===== src/rtl/dither_quantizer_if.sv =====
// Pixel stream bundle for dither_quantizer: 8-bit RGB in, BGR555 out.
// Both sides use valid/ready: a transfer happens on a rising edge where valid and ready are both high; the source holds its data stable until then.
interface dither_quantizer_if;
  logic        in_valid;
  logic        in_ready;
  logic        in_sof;
  logic [7:0]  in_r;
  logic [7:0]  in_g;
  logic [7:0]  in_b;
  logic        out_valid;
  logic        out_ready;
  logic [14:0] out_pixel;
  logic        out_eol;
  logic        out_eof;

  modport master (
    output in_valid, in_sof, in_r, in_g, in_b, out_ready,
    input  in_ready, out_valid, out_pixel, out_eol, out_eof
  );

  modport slave (
    input  in_valid, in_sof, in_r, in_g, in_b, out_ready,
    output in_ready, out_valid, out_pixel, out_eol, out_eof
  );
endinterface


===== src/rtl/dither_quantizer.sv =====
// Ordered-dither quantizer: 8-bit RGB to BGR555 with a 2x4 threshold matrix,
// tracking screen position internally; two-stage valid/ready pipeline.
module dither_quantizer #(
  parameter int LINE_WIDTH = 200,
  parameter int LINE_COUNT = 160
) (
  input logic               clock,
  input logic               reset,
  input logic               dither_enable,
  dither_quantizer_if.slave bus
);
  localparam int XW = $clog2(LINE_WIDTH);
  localparam int YW = $clog2(LINE_COUNT);
  localparam logic [XW-1:0] X_LAST = XW'(LINE_WIDTH - 1);
  localparam logic [YW-1:0] Y_LAST = YW'(LINE_COUNT - 1);

  logic [XW-1:0] r_pos_x;
  logic [YW-1:0] r_pos_y;
  logic          r_s1_valid;
  logic [7:0]    r_s1_r;
  logic [7:0]    r_s1_g;
  logic [7:0]    r_s1_b;
  logic [2:0]    r_s1_thr;
  logic          r_s1_eol;
  logic          r_s1_eof;
  logic          r_out_valid;
  logic [14:0]   r_out_pixel;
  logic          r_out_eol;
  logic          r_out_eof;

  logic          w_adv1;
  logic          w_adv2;
  logic          w_accept;
  logic [XW-1:0] w_x;
  logic [YW-1:0] w_y;
  logic [XW-1:0] w_x_nxt;
  logic [YW-1:0] w_y_nxt;
  logic [2:0]    w_thr;
  logic          w_eol;
  logic          w_eof;

  function automatic logic [2:0] thr_lut(input logic [2:0] idx);
    case (idx)
      3'd0:    return 3'd0;
      3'd1:    return 3'd4;
      3'd2:    return 3'd2;
      3'd3:    return 3'd6;
      3'd4:    return 3'd3;
      3'd5:    return 3'd7;
      3'd6:    return 3'd1;
      default: return 3'd5;
    endcase
  endfunction

  // Bit 8 of the sum is the overflow; saturating to 255 then keeping [7:3] gives 5'h1F.
  function automatic logic [4:0] quant(input logic [7:0] c, input logic [2:0] t);
    logic [8:0] sum;
    sum = {1'b0, c} + {6'd0, t};
    return sum[8] ? 5'h1F : sum[7:3];
  endfunction

  assign w_adv2       = !r_out_valid | bus.out_ready;
  assign w_adv1       = !r_s1_valid | w_adv2;
  assign bus.in_ready = w_adv1 & !reset;
  assign w_accept     = bus.in_valid & bus.in_ready;

  // in_sof re-homes the accepted pixel; counters then continue from (0,0).
  always_comb begin
    w_x     = bus.in_sof ? '0 : r_pos_x;
    w_y     = bus.in_sof ? '0 : r_pos_y;
    w_thr   = dither_enable ? thr_lut({w_y[1:0], w_x[0]}) : 3'd0;
    w_eol   = (w_x == X_LAST);
    w_eof   = w_eol && (w_y == Y_LAST);
    w_x_nxt = w_eol ? '0 : w_x + 1'b1;
    w_y_nxt = w_y;
    if (w_eol) begin
      w_y_nxt = (w_y == Y_LAST) ? '0 : w_y + 1'b1;
    end
  end

  always_ff @(posedge clock) begin
    if (reset) begin
      r_pos_x     <= '0;
      r_pos_y     <= '0;
      r_s1_valid  <= 1'b0;
      r_s1_r      <= '0;
      r_s1_g      <= '0;
      r_s1_b      <= '0;
      r_s1_thr    <= '0;
      r_s1_eol    <= 1'b0;
      r_s1_eof    <= 1'b0;
      r_out_valid <= 1'b0;
      r_out_pixel <= '0;
      r_out_eol   <= 1'b0;
      r_out_eof   <= 1'b0;
    end else begin
      if (w_accept) begin
        r_pos_x  <= w_x_nxt;
        r_pos_y  <= w_y_nxt;
        r_s1_r   <= bus.in_r;
        r_s1_g   <= bus.in_g;
        r_s1_b   <= bus.in_b;
        r_s1_thr <= w_thr;
        r_s1_eol <= w_eol;
        r_s1_eof <= w_eof;
      end
      if (w_adv1) begin
        r_s1_valid <= w_accept;
      end
      if (w_adv2) begin
        r_out_valid <= r_s1_valid;
        if (r_s1_valid) begin
          r_out_pixel <= {quant(r_s1_b, r_s1_thr), quant(r_s1_g, r_s1_thr),
                          quant(r_s1_r, r_s1_thr)};
          r_out_eol   <= r_s1_eol;
          r_out_eof   <= r_s1_eof;
        end
      end
    end
  end

  assign bus.out_valid = r_out_valid;
  assign bus.out_pixel = r_out_pixel;
  assign bus.out_eol   = r_out_eol;
  assign bus.out_eof   = r_out_eof;
endmodule


===== src/flat_wrapper.sv =====
// flat-port wrapper written by rule: the top's interface ports become plain ports
module dither_quantizer_flat 
#(
  parameter int LINE_WIDTH = 200,
  parameter int LINE_COUNT = 160
)
  (clock, reset, dither_enable, bus_in_valid, bus_in_sof, bus_in_r, bus_in_g, bus_in_b, bus_out_ready, bus_in_ready, bus_out_valid, bus_out_pixel, bus_out_eol, bus_out_eof);
  dither_quantizer_if bus_i ();
  input logic clock;
  input logic reset;
  input logic dither_enable;
  input wire logic [$bits(bus_i.in_valid)-1:0] bus_in_valid;
  input wire logic [$bits(bus_i.in_sof)-1:0] bus_in_sof;
  input wire logic [$bits(bus_i.in_r)-1:0] bus_in_r;
  input wire logic [$bits(bus_i.in_g)-1:0] bus_in_g;
  input wire logic [$bits(bus_i.in_b)-1:0] bus_in_b;
  input wire logic [$bits(bus_i.out_ready)-1:0] bus_out_ready;
  output wire logic [$bits(bus_i.in_ready)-1:0] bus_in_ready;
  output wire logic [$bits(bus_i.out_valid)-1:0] bus_out_valid;
  output wire logic [$bits(bus_i.out_pixel)-1:0] bus_out_pixel;
  output wire logic [$bits(bus_i.out_eol)-1:0] bus_out_eol;
  output wire logic [$bits(bus_i.out_eof)-1:0] bus_out_eof;
  assign bus_i.in_valid = bus_in_valid;
  assign bus_i.in_sof = bus_in_sof;
  assign bus_i.in_r = bus_in_r;
  assign bus_i.in_g = bus_in_g;
  assign bus_i.in_b = bus_in_b;
  assign bus_i.out_ready = bus_out_ready;
  assign bus_in_ready = bus_i.in_ready;
  assign bus_out_valid = bus_i.out_valid;
  assign bus_out_pixel = bus_i.out_pixel;
  assign bus_out_eol = bus_i.out_eol;
  assign bus_out_eof = bus_i.out_eof;
  dither_quantizer #(.LINE_WIDTH(LINE_WIDTH), .LINE_COUNT(LINE_COUNT)) u_core (.clock(clock), .reset(reset), .dither_enable(dither_enable), .bus(bus_i));
endmodule

===== config.mk =====
export PLATFORM = sky130hd
export DESIGN_NAME = dither_quantizer_flat
export DESIGN_NICKNAME = d
export VERILOG_FILES = /design/src/rtl/dither_quantizer_if.sv /design/src/rtl/dither_quantizer.sv /design/src/flat_wrapper.sv
export SDC_FILE = /design/constraint.sdc
export NUM_CORES = 1
export LEC_CHECK = 0
export CAP_MARGIN = 20
export CORE_UTILIZATION = 53
export CTS_CLUSTER_DIAMETER = 150
export DETAILED_ROUTE_END_ITERATION = 8
export GPL_ROUTABILITY_DRIVEN = 0
export PLACE_DENSITY = 0.79
export SLEW_MARGIN = 30
export SYNTH_ARGS = -nofsm -noshare
export SYNTH_HDL_FRONTEND = slang
export SYNTH_SLANG_ARGS = --single-unit
export TNS_END_PERCENT = 1

===== constraint.sdc =====
create_clock -name clock -period 1.7 [get_ports clock]
set_input_delay 0.34 -clock clock [delete_from_list [all_inputs] [get_ports clock]]
set_output_delay 0.34 -clock clock [all_outputs]
set_load 0.02 [all_outputs]

==> After elaboration in Yosys (flattened, before gate mapping) <==
Cells that the tools add are included.
{ "word_totals": {"output_inout_bits": 19, "wordCells": 46, "ff_bits": 64, "input_bits": 30} }
{ "op_classes": {"add_sub_neg": 5, "n_reduce_logical": 6, "mux": 10, "bitwise_logic": 4, "eq_ne": 8} }
{ "op_table": {"columns": ["op", "count"], "rows": [
  ["$mux W8", 5],
  ["$add A8 B3 Y9", 3],
  ["$pmux W3 S7", 1],
  ["$add A8 B1 Y8 const B", 2],
  ["$eq A8 B8 Y1 const B", 2],
  ["$mux W5", 3],
  ["$eq A3 B3 Y1 const B", 3],
  ["$eq A3 B2 Y1 const B", 2],
  ["$eq A3 B1 Y1 const B", 1],
  ["$logic_not A1 Y1", 3],
  ["$logic_not A3 Y1", 1],
  ["$mux W3", 1],
  ["$and A1 B1 Y1", 2],
  ["$or A1 B1 Y1", 2],
  ["$reduce_and A2 Y1", 1],
  ["$logic_and A1 B1 Y1", 1]
]} }

==> Depth between registers and ports, before layout <==
Gate-level depths: netlist (run 1).
{ "logic_depth": {"word_depth": 5, "mapped_depth": 6, "mapped_depth_nobuf": 5} }

==> Worst setup path after synthesis (run 1) <==
OpenSTA, ideal clock, no wires.
{ "synth_timing": {"kind": "input-to-reg", "startpoint": "in bus_in_sof", "endpoint": "reg u_core.r_pos_y[4]", "arrival_time_ns": 1.509, "setup_time_ns": 0.074, "stages": 5, "slack_ns": 0.116, "path_cell_list": "buf_2 > and2b_1 > nand4_4 > or4_1 > a31oi_1"} }
{ "synth_between": {"elab_chain_len": 4} }
{ "synth_lines": {"columns": ["element", "line", "source"], "rows": [
  ["from (decl)", "flat_wrapper.sv:13", "input wire logic [$bits(bus_i.in_sof)-1:0] bus_in_sof;"],
  ["$mux W8", "dither_quantizer.sv:70", "w_y = bus.in_sof ? '0 : r_pos_y;"],
  ["$add A8 B1 Y8 or $eq A8 B8 Y1 (tied branches)", "dither_quantizer.sv:77", "w_y_nxt = (w_y == Y_LAST) ? '0 : w_y + 1'b1;"],
  ["$mux W8", "dither_quantizer.sv:77", null],
  ["$mux W8 *", "dither_quantizer.sv:76", "if (w_eol) begin"],
  ["to (signal assigned)", "dither_quantizer.sv:99", "r_pos_y <= w_y_nxt;"],
  ["to (decl)", "dither_quantizer.sv:18", "logic [YW-1:0] r_pos_y;"]
]} }
Mark *: on every way between the ends. The rest lies on a longest branch, timed or not.
A chain may end at the register's enable or synchronous reset.

==> Final worst setup path (run 1) <==
{ "layout_timing": {"startpoint": "reg u_core.r_out_eol (netlist: u_core.bus.out_eol)", "endpoint": "out bus_out_eol"} }
{ "layout_rtl": {"columns": ["element", "line", "source"], "rows": [
  ["from (decl)", "dither_quantizer.sv:28", "logic r_out_eol;"],
  ["from (signal assigned)", "dither_quantizer.sv:115", "r_out_eol <= r_s1_eol;"],
  ["to (decl)", "flat_wrapper.sv:21", "output wire logic [$bits(bus_i.out_eol)-1:0] bus_out_eol;"]
]} }
No word-level cell between the ends.

==> results.md, run 1 <==
GRT:
- The overflow left after global routing is 0.
- The largest net degree at the start of global routing is 65.
- In the global route stage, overall resource usage came out at 0.262.
- The global-route wire length before repair is 12,300 um.
- The initial antenna violation count is 0.
- The number of global-route vias before repair is 2,702.

Worst setup path:
- The reg-to-reg critical path startpoint is u_core.r_pos_x[4].
- On the worst path, the slowest cell contributes a delay of 610 ps.
- In this run the critical register-to-register path is captured at u_core.r_pos_y[4].
- The startpoint class of the critical path is a flip-flop.
- The setup check on the worst reg-to-reg path leaves a slack of 60 ps.
- The worst endpoint required time is 1360 ps.
- The critical path goes through clkdlybuf4s50_1.
- The category of the most critical setup path is reg2out.
- Data on the critical path arrives at its endpoint at 1320 ps.
- The number of buffers and inverters on the critical path is 1.
- The cell depth of the worst setup path is 1.
- The gate family responsible for the most delay along the worst path is buffers and inverters.
- The cell type of the slowest stage on the worst timing path is sky130_fd_sc_hd__clkdlybuf4s50_1.
- The largest fanout on the critical path is 2.
- Measured in cells, the most critical reg-to-reg path has a length of 4.
- The category of the worst setup path capture point is an output pin.

Timing:
- Setup repair after global routing could not meet its margin everywhere.
- Summed over all failing endpoints, the final setup total negative slack is 0 ps.
- The count of final max-slew check failures is 0.
- The smallest clock period supported by the final layout is computed as 1660 ps.
- The highest attainable clock frequency is 602 MHz.
- The count of final hold-check violations is 0.
- The worst hold-check slack is 333 ps.
- At the pin with the least slew margin, the transition time is 634 ps.
- The count of endpoints failing setup in the final report is 0.
- Measured against its own limit, the worst slew margin works out to 0.577.
- The clock tree skew after final layout is 6.68 ps.
- The share of the clock period used by the worst path is 0.977.

Synth:
- Counting every instance in the synthesized netlist gives 380.
- Ranked by instance count, the synthesized netlist is headed by sky130_fd_sc_hd__nand2_1, sky130_fd_sc_hd__dfxtp_1, sky130_fd_sc_hd__a21oi_1, sky130_fd_sc_hd__clkbuf_1, sky130_fd_sc_hd__nor2_1.
- The mean cell area of the mapped netlist is 7.95 um2.
- Of the post-synthesis cell area, the dominant cell type holds 0.424.
- After synthesis, the cell types taking the most area are sky130_fd_sc_hd__dfxtp_1, sky130_fd_sc_hd__nand2_1, sky130_fd_sc_hd__a21oi_1.
- In this run the cell area of the synthesized design comes to 3020 um2.
- The most common cell in the synthesized netlist is sky130_fd_sc_hd__nand2_1.
- Of all flip-flops after synthesis, the portion carrying an async set or reset was 0.
- The number of synthesized flops with an enable pin is 0.
- For this run, the register share of the synthesized area comes to 0.424.
- For this run, the leading register cell type out of synthesis is sky130_fd_sc_hd__dfxtp_1.
- The number of distinct library cells after synthesis is 48.
- The largest area contributor in the netlist is sky130_fd_sc_hd__dfxtp_1.
- The net count after synthesis is 416.
- The synthesized flop and latch total is 64.
- The number of warnings printed during yosys synthesis is 0.

Floorplanning:
- In this run the core area contains 27 standard-cell rows.
- The die is 77.5 um tall.
- The floorplan die width is 77.5 um.
- The initial utilization of the core area, before any placement, comes to 0.549.
- The area of the die is 6010 um2.
- In this run the count of I/O pins placed on the die edge is 49.
- The floorplan step defined a core boundary enclosing 5510 um2.

Clocking:
- The number of H-tree levels is 3.
- TritonCTS built the clock tree.
- The hold buffer count at cts is 0.
- In this run the deepest clock path goes through 2 buffers.
- After clock tree synthesis, the clock-pin slew on the worst setup and hold paths is 70 ps.
- The tree built by TritonCTS fans out to 64 sinks.
- CTS placed an instance of sky130_fd_sc_hd__clkbuf_8 at the clock tree root.
- The latest clock arrival within the worst-skew pair is 350 ps.
- The total CTS buffers is 9.

Placed design:
- Detailed placement ended at an HPWL of 5130 um.
- The instance count after placement with tap cells included is 505.
- The placed standard-cell area is 3760 um2.
- Input and output buffers added on the ports amount to 48.

Power and ir drop:
- IR analysis of the VDD net gives a maximum drop of 0.531 mV.
- The static leakage is 1.51 nW.
- Summed over all nets, the switching power comes to 856 uW.
- The power share of the clock group is 0.442.
- Of the total power, registers draw 0.445.
- The combinational group share of total power is 0.113.
- Of the total power, the share spent switching nets is 0.238.
- The power per standard cell area is 885 nW/um2.
- The internal power of the cells totals 2.74 mW.

Cells and area:
- The repair_antennas step left the layout with diodes totalling 0.
- The share of final-layout standard cells stronger than drive strength 1 is 0.142.
- The signed area change from the synthesized netlist to the final layout is 34.3%.
- After the flow finishes, the layout carries non-filler instances totaling 522.
- The cell area after layout is 4060 um2.
- The total number of nets in the final design is 481.

Detailed routing:
- For this run, design rule violations remaining after detail routing come to 0.
- Using the TritonRoute via totals, the vias-per-cell ratio works out to 5.76.
- The average wire per standard cell is 14.3 um.
- The post-route antenna net violation count is 0.
- The first-pass detailed-route iteration total is 4.
- The wire length after detailed routing is 7440 um.
- The number of violations reported at the end of detailed-routing iteration 0 is 159.
- The total via count after detailed routing is 3,005.

Worst hold path:
- The worst hold path begins at reset.
- The number of instances on the worst hold path is 3.
- For hold timing, the worst endpoint is u_core.r_pos_x[5].
- The class of the worst hold path is in2reg.

Status:
- The flow ran to the end, and the final reports show no timing, DRC or antenna violations.

Run:
- Max-cap violations in this run came to 0.
## worst max path at each step
stage          slack, ps               start                       end
2_1_floorplan        120          bus_in_sof         u_core.r_pos_y[4]
3_3_place_gp        -400       bus_out_ready              bus_in_ready
3_5_place_dp        -380       bus_out_ready              bus_in_ready
4_1_cts               -7  u_core.r_s1_thr[2]  u_core.bus.out_pixel[12]
5_1_grt              -30       bus_out_ready          u_core.r_s1_g[7]
6_report              40  u_core.bus.out_eol               bus_out_eol
## layout by cell type (no fill, tap or decap), types with 3 or more instances in the layout
cell type,n
sky130_fd_sc_hd__and4_1,6
sky130_fd_sc_hd__nand2_1,76
sky130_fd_sc_hd__or4_1,3
sky130_fd_sc_hd__o21ai_0,11
sky130_fd_sc_hd__nor4_1,6
sky130_fd_sc_hd__a211oi_1,5
sky130_fd_sc_hd__nor3_1,7
sky130_fd_sc_hd__nor2_1,17
sky130_fd_sc_hd__a21oi_2,4
sky130_fd_sc_hd__a31oi_1,7
sky130_fd_sc_hd__nor2b_1,6
sky130_fd_sc_hd__nand4_1,8
sky130_fd_sc_hd__o41ai_1,3
sky130_fd_sc_hd__inv_1,9
sky130_fd_sc_hd__buf_12,5
sky130_fd_sc_hd__dfxtp_1,62
sky130_fd_sc_hd__nand3b_1,8
sky130_fd_sc_hd__buf_4,24
sky130_fd_sc_hd__bufinv_16,3
sky130_fd_sc_hd__a311oi_1,3
sky130_fd_sc_hd__a21oi_1,50
sky130_fd_sc_hd__ha_1,6
sky130_fd_sc_hd__nand3_1,13
sky130_fd_sc_hd__clkdlybuf4s50_1,44
sky130_fd_sc_hd__o211ai_1,7
sky130_fd_sc_hd__and2_1,7
sky130_fd_sc_hd__clkbuf_8,9
## cells by family after synthesis
| family | Yosys count | share of synthesized area |
|---|---|---|
| simple gates | 177 | 0.307 |
| fa+ha+maj | 6 | 0.0248 |
| xor+xnor | 1 | 0.00290 |
| compound gates | 100 | 0.197 |
| buf+inv | 32 | 0.0443 |
| flops | 64 | 0.424 |
## cell type report
class | count | area (um2)
inverters | 9 | 33.8
clock buffers | 11 | 131
clock inverters | 5 | 105
multi-input cells | 284 | 1660
well taps | 72 | 90.1
fillers | 409 | 1450
flip-flops and latches | 64 | 1280
repair buffers | 77 | 756
## registers in the layout, summed over array words and instances, names as in the netlist
signal                cells
u_core.bus.out_eol        1
u_core.bus.out_valid      1
u_core.r_pos_x            8
u_core.r_s1_valid         1
u_core.bus.out_pixel     15
u_core.r_s1_thr           3
u_core.r_s1_eof           1
u_core.r_s1_r             8
u_core.r_s1_eol           1
u_core.r_s1_b             8
u_core.bus.out_eof        1
u_core.r_s1_g             8
u_core.r_pos_y            8
## tightest hold or removal path, cell delays in order
cell	delay [ps]
sky130_fd_sc_hd__buf_2	120
sky130_fd_sc_hd__buf_4	140
sky130_fd_sc_hd__a21oi_1	40
## metrics by stage
stage / utilization / worst slack, ps / power, mW
after floorplan: - / 116 / 1.82
after global placement: 0.683 / -405 / 2.03
after detailed placement: 0.683 / -376 / 2.03
after CTS: 0.727 / -6.60 / 3.59
after global routing: 0.737 / -29.9 / 3.73
final: 0.737 / 39.0 / 3.59
## power by group through the flow
stage	clock, mW	sequential (mW)	combinational [mW]
final	1.59	1.60	0.407
after global routing	1.68	1.61	0.445
after CTS	1.59	1.60	0.404
after detailed placement	0	1.63	0.401
after global placement	0	1.63	0.396
after floorplan	0	1.65	0.177
## timing repair
| item | 4_1_cts | 5_1_grt |
|---|---|---|
| endpoints found under the hold margin | 0 | 0 |
| setup buffers | 0 | 1 |
| gates resized for setup | 6 | 12 |
| gates cloned | 0 | 0 |
| endpoints found under the setup margin | 5 | 17 |
| pin swaps | 0 | 5 |
## per-layer routing
| metal | part of all wire | track usage | vias to the layer above | wire length (um) |
|---|---|---|---|---|
| met2 | 0.46 | 0.412 | 78 | 3450 |
| met1 | 0.47 | 0.343 | 1402 | 3520 |
| li1 | - | - | 1509 | - |
| met5 | 0 | 0 | - | 0 |
| met3 | 0.044 | 0.0518 | 16 | 324 |
| met4 | 0.019 | 0.123 | 0 | 141 |
Power figures use the tool's default switching activity.
==> inputs of run 2 (changes only) <==
- ABC_CLOCK_PERIOD_IN_PS: default -> 1700
==> results of run 2 <==
The final DEF is identical to that of run 1; final timing and power are the same.
==> RTL change 1, RTL diff (flow settings as in run 2) <==
Make the reset (`reset`) asynchronous in one clocked block.
--- a/src/rtl/dither_quantizer.sv
+++ b/src/rtl/dither_quantizer.sv
@@ -78,7 +78,7 @@
     end
   end
 
-  always_ff @(posedge clock) begin
+  always_ff @(posedge clock or posedge reset) begin
     if (reset) begin
       r_pos_x     <= '0;
       r_pos_y     <= '0;
Formal check against the unedited RTL: differs if reset is asserted again (counterexample within 4 cycles, from zero or initial values and one cycle with reset high); with reset held inactive, the same outputs for 10 cycles.
==> RTL change 1 against run 2 <==
The run now ends with setup timing left. First-iteration DRC count is 23% higher. Critical path type is now reg -> reg. Sequential share of layout area is 5.6 points higher. Final area is 6.1% higher. Sequential cell count stayed put. Wire length is 4.5% higher. Via count is 3.9% lower. Setup slack worse by 0.046 ns. Area after synthesis is 5.8% higher. Clock skew hardly changed.
Power is not compared: it rests on default switching activity, and its combinational part moved more than twofold at a synthesized area within 25%.
==> RTL change 1: results (changes against run 2) <==
metric	value	unit	change
Seq/Total Area, Yosys	50.1	%	+7.7 points
cell count of the worst hold path	2		-1
met2 Usage GRT	47.4	%	+6.1 points
Iteration-0 DRC Markers	195		+23%
ys async rst share	100	%	+100 points
reg2reg path depth	5		+1
CP delay by family, top	simple AND/OR/NAND/NOR gates		
met1 WL	3.22	mm	-8.7%
met3 wire len	327	µm	+0.93%
Via Count	2887		-3.9%
hold path startpoint	u_core.r_s1_eol$_DFFE_PP0P_		
Worst path max stage delay	0.41	ns	-0.20 ns
ranking of synthesized cells by area	dfrtp_1 (50%), nand2_1 (13%), ha_1 (2.3%)		
critical path's slowest cell	dfrtp_1		
Worst Path Max Fanout	8		+6
CP Capture Point	u_core.r_pos_x[7]$_DFFE_PP0P_		
pre-CTS WS	-0.367	ns	+0.00856 ns
failing checks	setup timing		
first-pass GRT wire length	12.9	mm	+4.8%
Total GRT Usage	26.7	%	+0.52 points
Fin Hold WS	0.476	ns	+0.143 ns
Placed Area	3980	µm²	+5.8%
Least-Margin Pin Slew	0.801	ns	+0.167 ns
layout cells sized above 1	19.4	%	+5.1 points
average size of a mapped cell	9.21	µm²	+16%
final-stage net count	465		-3.3%
critical path arrival	1.93	ns	+0.61 ns
via-per-instance ratio	5.71		-0.89%
R2R Path Start	u_core.r_pos_x[4]$_DFFE_PP0P_		
crit path from	u_core.r_pos_x[4]$_DFFE_PP0P_		
wire per inst	15.4	µm	+7.8%
Hold Path End	u_core.r_s1_eol$_DFFE_PP0P_		
Setup-failing EPs final	1		+1
max layer used	met4		
final clock skew	0.00673	ns	+0.0000474 ns
worst min path class	reg -> reg		
outcome	finished with violations		
commonest cells in the netlist	nand2_1 (107), dfrtp_1 (64), nor2_1 (16), a21oi_1 (14), o21ai_0 (14)		
TNS Setup	-0.00721	ns	-0.00721 ns
final worst slack	-0.00721	ns	-0.0462 ns
met2 WL	4.07	mm	+18%
dpl hpwl	5.26	mm	+2.5%
met3 Usage GRT	5.03	%	-0.15 points
syn_nets	383		-7.9%
DP Cell Count	488		-3.4%
worst skew pair latency	0.34	ns	
GR Layer Usage met1	31.3	%	-3.0 points
## RTL change 1: cell count changes in the layout (fill, tap and decap cells not counted), moves of 5 or more
cell,delta
dfrtp_1,+63
dfxtp_1,-62
a21oi_1,-41
nand2_1,+29
buf_4,+16
o31ai_1,+10
nand3_1,-8
nand3b_1,-7
nor2b_1,-6
nor4_1,-6
and2_1,-5
and4_1,-5
buf_12,-5
o211ai_1,-5
## RTL change 1: report_power, final
| part | internal (W) | switching, W | total (W) | leakage (nW) |
|---|---|---|---|---|
| clock | 0.000948 | 0.000572 | 0.00152 | 0.117 |
| combinational | 0.000476 | 0.000515 | 0.000991 | 1.14 |
| sequential | 0.00175 | 0.000203 | 0.00196 | 0.806 |
| total | 0.00318 | 0.00129 | 0.00447 | 2.06 |
## RTL change 1: what timing repair did
action,CTS,global route
pin swaps,0,3
buffers inserted,0,2
gates resized for setup,9,16
cloned,0,0
setup endpoints to repair,15,22
## RTL change 1: area by class of cell
| class | instances | area (µm²) |
|---|---|---|
| Tap cell | 72 | 90.1 |
| Multi-Input combinational cell | 257 | 1550 |
| Fill cell | 387 | 1340 |
| Sequential cell | 64 | 1600 |
| Clock buffer | 14 | 173 |
| Clock inverter | 2 | 60.1 |
| Timing Repair Buffer | 90 | 797 |
| Inverter | 7 | 30.0 |
## RTL change 1: kinds of logic (layout without fill, tap and decap cells)
| kind of cell | Yosys count | after routing | share of synthesized area, % |
|---|---|---|---|
| flops | 64 | 64 | 50.1 |
| simple gates | 174 | 174 | 25.6 |
| xor+xnor | 1 | 1 | 0.274 |
| compound gates | 69 | 69 | 15.3 |
| fa+ha+maj | 6 | 6 | 2.35 |
| buf+inv | 26 | 113 | 4.11 |
| mux | 7 | 7 | 2.27 |
==> RTL change 2, RTL diff (settings of run 2) <==
Made on the original files. `LINE_WIDTH` is set to 200 in 2 places; all go to 400.
--- a/src/rtl/dither_quantizer.sv
+++ b/src/rtl/dither_quantizer.sv
@@ -1,7 +1,7 @@
 // Ordered-dither quantizer: 8-bit RGB to BGR555 with a 2x4 threshold matrix,
 // tracking screen position internally; two-stage valid/ready pipeline.
 module dither_quantizer #(
-  parameter int LINE_WIDTH = 200,
+  parameter int LINE_WIDTH = 400,
   parameter int LINE_COUNT = 160
 ) (
   input logic               clock,
--- a/src/flat_wrapper.sv
+++ b/src/flat_wrapper.sv
@@ -1,7 +1,7 @@
 // flat-port wrapper written by rule: the top's interface ports become plain ports
 module dither_quantizer_flat 
 #(
-  parameter int LINE_WIDTH = 200,
+  parameter int LINE_WIDTH = 400,
   parameter int LINE_COUNT = 160
 )
   (clock, reset, dither_enable, bus_in_valid, bus_in_sof, bus_in_r, bus_in_g, bus_in_b, bus_out_ready, bus_in_ready, bus_out_valid, bus_out_pixel, bus_out_eol, bus_out_eof);
Function: no difference found for any inputs over 10 cycles, from zero or initial values and one cycle with reset high; that may be too few to reach the edited logic, so the function may still have changed.
==> RTL change 2 against run 2 <==
Wire length is 5.3% higher. Global-route usage is 1.1 points higher. Critical path type is now in -> reg. Largest cell class unchanged. Combinational power is 4% higher. Total power is 2.9% lower. Core utilization is 1.4 points higher. Final area is 2.5% higher. Die area is 1.8% higher. Area after synthesis is 1.9% higher. Sequential cell count is 1 higher. Setup slack better by 0.0031 ns. Register-to-register slack better by 0.04 ns.
==> RTL change 2: results (changes against run 2) <==
metric	value	unit	change
outcome	complete, no violations		
R2R Path Start	u_core.r_s1_thr[2]$_SDFFE_PP0P_		
crit path from	bus_out_ready		
worst min path class	reg -> reg		
worst-case headroom to the max-slew limit	75.5	%	+18 points
fin crit period	1.66	ns	-0.00312 ns
layout cells sized above 1	14.8	%	+0.58 points
Unique masters post-synth	50		+4.2%
ranking of synthesized cells by area	dfxtp_1 (42%), nand2_1 (10%), a21oi_1 (9.1%)		
vias in the first global route	2825		+4.6%
pre-CTS WS	-0.446	ns	-0.0701 ns
via-per-instance ratio	5.79		+0.58%
final clock skew	0.00754	ns	+0.000857 ns
cell count of the worst hold path	2		-1
DP Cell Count	522		+3.4%
DR pass1 iterations	5		+1
worst skew pair latency	0.33	ns	-0.02 ns
Peak VDD IR	608	µV	+14%
CP delay by family, top	simple AND/OR/NAND/NOR gates		
r2r setup slk	0.10	ns	+0.04 ns
hold path startpoint	u_core.r_s1_eof$_SDFFE_PP0P_		
average size of a mapped cell	7.95	µm²	about the same
Total GRT Usage	27.2	%	+1.1 points
commonest cells in the netlist	nand2_1 (85), dfxtp_1 (65), a21oi_1 (56), clkbuf_1 (18), nor2_1 (17)		
largest net degree at the start of global routing	69		+6.2%
Via Count	3115		+3.7%
Worst path max stage delay	0.49	ns	-0.12 ns
Total Wirelength	7.83	mm	+5.3%
clock root buffer	clkbuf_8		
Seq/Total Area, Yosys	42.3	%	-0.13 points
final-stage net count	497		+3.3%
reg2reg path depth	6		+2
CTS buffer count	9		unchanged
Placed Area	3920	µm²	+4.1%
Iteration-0 DRC Markers	245		+54%
Worst Path Max Fanout	3		+1
first-pass GRT wire length	13.2	mm	+7.3%
critical path arrival	1.92	ns	+0.60 ns
syn_nets	423		+1.7%
dpl hpwl	5.28	mm	+2.9%
Pleak	1.54	nW	+1.9%
-- RTL change 2: cell types whose count changed in the layout (fill, tap and decap cells not counted), moves of 3 or more --
cell and change:
buf_4 +9, nand2_1 +9, nor4_1 -5, a31oi_1 +3, and4_1 -3, nand2b_1 +3, nand4b_1 +3, nor2_1 -3
-- RTL change 2: kinds of logic (layout without fill, tap and decap cells) --
kind of cell               count (synthesis)  after routing  synth area share, %
adders and majority gates                  6              6                 2.44
xor gates and xnor gates                   2              2                0.569
and+or+nand+nor                          170            170                 27.9
DFF                                       65             65                 42.3
buffers and inverters                     33            112                 4.67
AOI/OAI and AO/OA                        111            111                 22.2
-- RTL change 2: final timing paths --
check / to
hold reg to reg: u_core.bus.out_eof$_SDFFE_PP0P_
hold / removal: u_core.bus.out_eof$_SDFFE_PP0P_
setup reg to reg: u_core.bus.out_pixel[0]$_SDFFE_PP0P_
setup / recovery: u_core.r_pos_y[2]$_SDFFE_PP0P_
-- RTL change 2: layout make-up --
cell class / instances / area [µm²]
Clock inverter: 7 / 93.8
Tap cell: 72 / 90.1
Clock buffer: 9 / 124
Fill cell: 409 / 1380
Multi-Input combinational cell: 289 / 1660
Inverter: 9 / 33.8
Sequential cell: 65 / 1300
Timing Repair Buffer: 87 / 852
-- RTL change 2: power by group --
part	switching (W)	internal (W)
sequential	0.0000476	0.00158
combinational	0.000208	0.000215
clock	0.000613	0.000825
-- RTL change 2: worst register-to-register path, delay by kind of cell (launching register included) --
kind | cells | cell delay [ns]
buf+inv | 1 | 0.16
flops | 1 | 0.36
compound gates | 4 | 0.70
fa+ha+maj | 1 | 0.32
-- RTL change 2: repair_timing --
item	4_1_cts	5_1_grt
setup endpoints to repair	7	13
resized for setup	8	7
pin swaps	2	3
-- RTL change 2: per-layer routing --
metal | track usage (%) | vias to the layer above | wire, µm
li1 | - | 1547 | -
met1 | 35.7 | 1467 | 3500
met2 | 45.1 | 88 | 3820
met3 | 3.72 | 13 | 375
met5 | 0 | - | 0
met4 | 10.9 | 0 | 139
-- RTL change 2: stage by stage --
| stage | total power, W | hold slack [ns] |
|---|---|---|
| after floorplan | 0.00185 | 0.432 |
| after global placement | 0.00206 | 0.441 |
| after detailed placement | 0.00207 | 0.447 |
| after CTS | 0.00350 | 0.455 |
| after global routing | 0.00362 | 0.489 |
| final | 0.00349 | 0.456 |
